[src/rtl/fetch_pkg.sv]
// -----------------------------------------------------------------------------
// fetch_pkg
// Shared types and constants for the instruction-fetch stage.
//   XLEN / ILEN      : address and instruction widths
//   DEFAULT_RESET_PC : default byte address fetched first after reset
//   fetch_state_t    : fetch sequencer state (RUN, FAULT)
//   fetch_entry_t    : one buffered fetch result {pc, instr}
// -----------------------------------------------------------------------------
package fetch_pkg;

  localparam int XLEN = 32;
  localparam int ILEN = 32;

  localparam logic [XLEN-1:0] DEFAULT_RESET_PC = 32'h0000_0000;

  typedef enum logic [0:0] {
    RUN   = 1'b0,
    FAULT = 1'b1
  } fetch_state_t;

  typedef struct packed {
    logic [XLEN-1:0] pc;
    logic [ILEN-1:0] instr;
  } fetch_entry_t;

endpackage

[src/rtl/fetch_fifo.sv]
// -----------------------------------------------------------------------------
// fetch_fifo
// Two-entry FIFO of fetch results between the memory return path and decode.
// Ports:
//   clk, n_rst    : clock, asynchronous active-low reset
//   i_push        : write i_push_data at the tail
//   i_push_data   : {pc, instr} entry to store
//   i_pop         : remove the head entry (ignored when empty)
//   i_flush       : discard all entries; overrides push and pop
//   o_head        : head entry, all-zero when empty
//   o_count       : number of valid entries (0..2)
// -----------------------------------------------------------------------------
module fetch_fifo
  import fetch_pkg::*;
(
  input  logic         clk,
  input  logic         n_rst,
  input  logic         i_push,
  input  fetch_entry_t i_push_data,
  input  logic         i_pop,
  input  logic         i_flush,
  output fetch_entry_t o_head,
  output logic [1:0]   o_count
);

  fetch_entry_t r_mem [2];
  logic         r_rd_ptr;
  logic         r_wr_ptr;
  logic [1:0]   r_count;

  logic w_pop;
  logic w_push;

  assign w_pop  = i_pop && (r_count != 2'd0);
  // A full FIFO can still accept a push when the head leaves in the same cycle.
  assign w_push = i_push && ((r_count != 2'd2) || w_pop);

  always_ff @(posedge clk or negedge n_rst) begin
    if (!n_rst) begin
      r_rd_ptr <= 1'b0;
      r_wr_ptr <= 1'b0;
      r_count  <= 2'd0;
    end else if (i_flush) begin
      r_rd_ptr <= 1'b0;
      r_wr_ptr <= 1'b0;
      r_count  <= 2'd0;
    end else begin
      if (w_push) r_wr_ptr <= ~r_wr_ptr;
      if (w_pop)  r_rd_ptr <= ~r_rd_ptr;
      case ({w_push, w_pop})
        2'b10:   r_count <= r_count + 2'd1;
        2'b01:   r_count <= r_count - 2'd1;
        default: r_count <= r_count;
      endcase
    end
  end

  // Storage carries data only; validity is tracked by r_count, so no reset.
  always_ff @(posedge clk) begin
    if (w_push && !i_flush) r_mem[r_wr_ptr] <= i_push_data;
  end

  assign o_head  = (r_count != 2'd0) ? r_mem[r_rd_ptr] : '0;
  assign o_count = r_count;

endmodule

[src/rtl/fetch_ctrl.sv]
// -----------------------------------------------------------------------------
// fetch_ctrl
// Program counter and fetch sequencer in front of a synchronous instruction
// memory with one cycle of read latency. Issues sequential word addresses,
// buffers returned words in a 2-entry queue toward decode, handles redirects
// and halts on misaligned or out-of-range fetch addresses.
// Parameters:
//   RESET_PC  : byte address fetched first after reset
//   NUM_INSTR : instruction memory depth in words
// Ports:
//   clk, n_rst        : clock, asynchronous active-low reset
//   pc_out            : byte address presented to the memory (registered)
//   mem_instr         : memory read data for the address of the previous edge
//   redirect_valid/pc : single-cycle redirect request and its target
//   if_valid/ready    : handshake toward decode
//   if_instr/if_pc    : instruction word and its address at the queue head
//   fault/fault_pc    : fetch halted, and the offending address
// -----------------------------------------------------------------------------
module fetch_ctrl
  import fetch_pkg::*;
#(
  parameter logic [XLEN-1:0] RESET_PC  = DEFAULT_RESET_PC,
  parameter int              NUM_INSTR = 1024
) (
  input  logic            clk,
  input  logic            n_rst,
  output logic [XLEN-1:0] pc_out,
  input  logic [ILEN-1:0] mem_instr,
  input  logic            redirect_valid,
  input  logic [XLEN-1:0] redirect_pc,
  output logic            if_valid,
  input  logic            if_ready,
  output logic [ILEN-1:0] if_instr,
  output logic [XLEN-1:0] if_pc,
  output logic            fault,
  output logic [XLEN-1:0] fault_pc
);

  localparam logic [XLEN-1:0] LIMIT = XLEN'(NUM_INSTR);

  function automatic logic legal(input logic [XLEN-1:0] a);
    return (a[1:0] == 2'b00) && ({2'b00, a[XLEN-1:2]} < LIMIT);
  endfunction

  fetch_state_t    r_state;
  logic [XLEN-1:0] r_pc;
  logic            r_req_vld;
  logic [XLEN-1:0] r_req_pc;
  logic [XLEN-1:0] r_fault_pc;

  logic         w_pop;
  logic         w_push;
  logic         w_issue;
  logic         w_pc_legal;
  logic [2:0]   w_occ;
  logic [1:0]   w_count;
  fetch_entry_t w_head;
  fetch_entry_t w_ret;

  assign w_pc_legal = legal(r_pc);
  assign w_pop      = (w_count != 2'd0) && if_ready;
  assign w_push     = r_req_vld && !redirect_valid;

  // Occupancy the queue will have after this cycle; an issue now returns next
  // cycle, so it is allowed only while that leaves one free slot.
  assign w_occ   = {1'b0, w_count} + {2'b00, r_req_vld} - {2'b00, w_pop};
  assign w_issue = (r_state == RUN) && w_pc_legal && (w_occ < 3'd2) && !redirect_valid;

  // ---- stage 0: address issue / sequencer ----
  always_ff @(posedge clk or negedge n_rst) begin
    if (!n_rst) begin
      r_state    <= RUN;
      r_pc       <= RESET_PC;
      r_req_vld  <= 1'b0;
      r_req_pc   <= '0;
      r_fault_pc <= '0;
    end else if (redirect_valid) begin
      r_req_vld <= 1'b0;
      r_pc      <= redirect_pc;
      if (legal(redirect_pc)) begin
        r_state <= RUN;
      end else begin
        r_state    <= FAULT;
        r_fault_pc <= redirect_pc;
      end
    end else begin
      r_req_vld <= w_issue;
      if (w_issue) begin
        r_req_pc <= r_pc;
        r_pc     <= r_pc + 32'd4;
      end
      // Sequential overrun: stop before issuing the illegal address.
      if ((r_state == RUN) && !w_pc_legal) begin
        r_state    <= FAULT;
        r_fault_pc <= r_pc;
      end
    end
  end

  // ---- stage 1: memory return into the decode queue ----
  assign w_ret.pc    = r_req_pc;
  assign w_ret.instr = mem_instr;

  fetch_fifo u_fifo (
    .clk         (clk),
    .n_rst       (n_rst),
    .i_push      (w_push),
    .i_push_data (w_ret),
    .i_pop       (w_pop),
    .i_flush     (redirect_valid),
    .o_head      (w_head),
    .o_count     (w_count)
  );

  assign pc_out   = r_pc;
  assign if_valid = (w_count != 2'd0);
  assign if_instr = w_head.instr;
  assign if_pc    = w_head.pc;
  assign fault    = (r_state == FAULT);
  assign fault_pc = r_fault_pc;

endmodule

[config.mk]
export PLATFORM = sky130hd
export DESIGN_NAME = fetch_ctrl
export DESIGN_NICKNAME = d
export VERILOG_FILES = /design/src/rtl/fetch_pkg.sv /design/src/rtl/fetch_fifo.sv /design/src/rtl/fetch_ctrl.sv
export SDC_FILE = /design/constraint.sdc
export NUM_CORES = 1
export LEC_CHECK = 0
export ABC_AREA = 1
export ABC_CLOCK_PERIOD_IN_PS = 5200
export CAP_MARGIN = 15
export CORE_MARGIN = 4
export CORE_UTILIZATION = 51
export DETAILED_ROUTE_END_ITERATION = 12
export PLACE_DENSITY = 0.84
export SYNTH_ARGS = -nofsm -noshare
export SYNTH_HDL_FRONTEND = slang
export SYNTH_SLANG_ARGS = --single-unit
[constraint.sdc]
create_clock -name clk -period 5.2 [get_ports clk]
set_clock_uncertainty 0.1 [all_clocks]
set_input_delay 1.3 -clock clk [delete_from_list [all_inputs] [get_ports clk]]
set_output_delay 1.3 -clock clk [all_outputs]
set_load 0.05 [all_outputs]
==> flow_summary_export.csv <==
group,metric,value,unit
status,status,"finished clean",
finish,multi_input_area,2591,um2
global_route,overflow,0,
global_route,grt_pass1_vias,7067,
synth,async_reset_ff_share,44.35,%
floorplan,die_width,143.8,um
clock_network,ctsLongestPathBuffers,3,
clock_network,cts_tree,"yes",
synth,synth_ff_type,"edfxtp_1",
clock_network,htreeDepth,1,
synth,synthCells,899,
clock_network,post_cts_buffers,0,
worst_setup_path,end_kind,"output pin",
synth,yosys_warnings,0,
timing,setup_violations,0,
synth,ys_seq_elements,230,
routing,vias,7096,
timing,hold_slack,371.7,ps
timing,min_period_over_period,84.13,%
finish,post-route-util,68.79,%
power_and_ir_drop,leakagePower,5.115,nW
clock_network,worstSkewPairLatency,510,ps
worst_setup_path,crit_path_max_fanout,44,
clock_network,post_cts_resized,0,
place,gp_congestion,0.8519,
routing,firstDrtPassIters,5,
floorplan,die_h,143.8,um
synth,synth_edf_count,128,
finish,syn_to_final_growth,31.76,%
worst_setup_path,cp-start-kind,"register",
global_route,grt_first_pass_wirelength,35620,um
worst_setup_path,worstPathCellList,"inv_2, buf_4, nand2_1, a21oi_1, clkdlybuf4s50_1",
worst_setup_path,cp.arrival,2970,ps
clock_network,clk_pin_slew_worst_paths,60,ps
floorplan,core,18020,um2
worst_setup_path,path_class,"register to output pin",
synth,synth_cell_types,31,
finish,seqCellArea,6397,um2
synth,syn-cell-area,9410,um2
worst_hold_path,worstHoldPathType,"register to register",
timing,worst_pin_slew,911.4,ps
routing,avgViaCountPerCell,5.307,
power_and_ir_drop,powerDensity,461.0,nW/um2
finish,fillers,1299,
worst_setup_path,crit_path_top_delay_cell,"clkdlybuf4s50_1",
synth,avgSynthCellArea,10.47,um2
floorplan,rows,49,
finish,n_antenna_cell,0,
finish,layout_commonest_cell,"nand2_1",
timing,period_needed,4375,ps
routing,drc_errors,0,
floorplan,dieArea,20690,um2
worst_setup_path,slowest_delay,830,ps
power_and_ir_drop,ir_worst_vdd,0.3429,mV
synth,synth_nets,970,
finish,final_cell_mix,"nand2_1 (292), clkdlybuf4s50_1 (196), edfxtp_1 (128)",
floorplan,initial_core_util,52.21,%
global_route,antenna_found_initial,1,
clock_network,clock_sinks,230,
floorplan,ios,198,
timing,slew-limit-headroom,39.24,%
clock_network,holdBufCountCts,0,
run,cap_violations,0,
routing,ant_nets,0,
timing,fmax,228.6,MHz
timing,report.final.slew_viol_count,0,
place,io_buffers,197,
finish,layout-drive-gt1-share,9.206,%
timing,hold_viol_final,0,
routing,wl_per_cell,16.70,um
synth,yosysSeqAreaShare,67.97,%
timing,fin_setup_tns,0,ps
place,place_hpwl,14680,um
finish,nNetsFinal,1161,
worst_setup_path,required,3800,ps
clock_network,cts_root_buf,"clkbuf_16",
global_route,grt_usage,21.35,%
timing,rsz0062_at_grt,"false",
global_route,grt_max_degree,71,
clock_network,numCtsBuffers,24,
routing,drtIter0Drc,413,
routing,routed_wl,22330,um
-- path summary, 6_finish.rpt --
kind	start	end	slack, ps	cells past startpoint
min in group asynchronous	n_rst	fault_pc[26]	800	1
max in group asynchronous	n_rst	r_req_pc[27]	3140	2
hold reg to reg	r_req_pc[15]	u_fifo.r_mem[0][47]	370	0
setup reg to reg	u_fifo.o_count[1]	r_req_pc[19]	1840	12
hold / removal	r_req_pc[15]	u_fifo.r_mem[0][47]	370	0
setup / recovery	u_fifo.r_rd_ptr	if_instr[6]	830	5
-- power breakdown --
part | internal [mW] | total, mW | leakage [nW] | switching (mW)
registers | 1.99 | 2.06 | 2.28 | 0.0740
logic | 0.566 | 1.90 | 2.42 | 1.33
clock network | 1.09 | 1.76 | 0.417 | 0.671
-- cells in the mapped netlist (2+ instances only) --
master	instances	area (um2)
a21oi_1	69	345.3
buf_1	7	26.28
buf_12	3	60.06
buf_2	18	90.09
clkbuf_1	17	63.81
dfrtp_1	102	2552
edfxtp_1	128	3844
ha_1	2	25.02
inv_1	48	180.2
inv_2	3	11.26
nand2_1	292	1096
nand2_2	31	193.9
nand3_1	23	115.1
nand4_1	41	256.5
nor2_1	74	277.8
nor2_4	3	33.78
o21ai_0	17	85.08
o21ai_1	8	40.04
-- routing by layer --
metal / track usage, % / wire, um / up-vias
met2: 35.55 / 10600 / 306
met3: 5.957 / 2274 / 44
met5: 0 / 13 / -
met4: 5.500 / 486 / 2
li1: - / - / 3373
met1: 27.89 / 8960 / 3371
-- critical path: cells and delay by family (launching register included) --
family	cells	cell delay, ps
DFF	1	400
buffers and inverters	3	1800
AOI/OAI and AO/OA	1	170
and+or+nand+nor	1	90
-- flip-flops by register name, summed over array words and instances, names as in the netlist --
name	flops
fault	1
fault_pc	32
pc_out	32
r_req_pc	32
r_req_vld	1
u_fifo.o_count	2
u_fifo.r_mem	128
u_fifo.r_rd_ptr	1
u_fifo.r_wr_ptr	1
-- per-stage QoR --
| stage | cell area [um2] | power, mW | setup slack [ps] | std cells |
|---|---|---|---|---|
| after detailed placement | 11560 | 3.996 | 743.2 | 1293 |
| final | 12400 | 5.717 | 825.4 | 1337 |
| after global routing | 12400 | 5.940 | 672.3 | 1337 |
| after CTS | 12400 | 5.764 | 784.5 | 1337 |
| after floorplan | 9410 | 3.320 | 40.75 | 899 |
| after global placement | 11560 | 3.975 | 866.9 | 1293 |
-- final cells by class --
type	count	area share, %
flip-flops and latches	230	51.59
clock inverters	9	0.8174
inverters	52	1.594
clock buffers	35	5.954
repair buffers	211	16.83
well taps	229	2.311
multi-input cells	571	20.90
-- cell families (layout without fill, tap and decap cells) --
family,after synthesis,count (layout),share of synthesized area [%]
AO/OA/AOI/OAI,95,95,5.079
XOR/XNOR,1,1,0.09309
buffers and inverters,98,307,4.734
AND/OR/NAND/NOR,472,472,21.65
flip-flops,230,230,67.97
adder cells (fa/ha/maj),3,3,0.4786
Power figures use the tool's default switching activity.
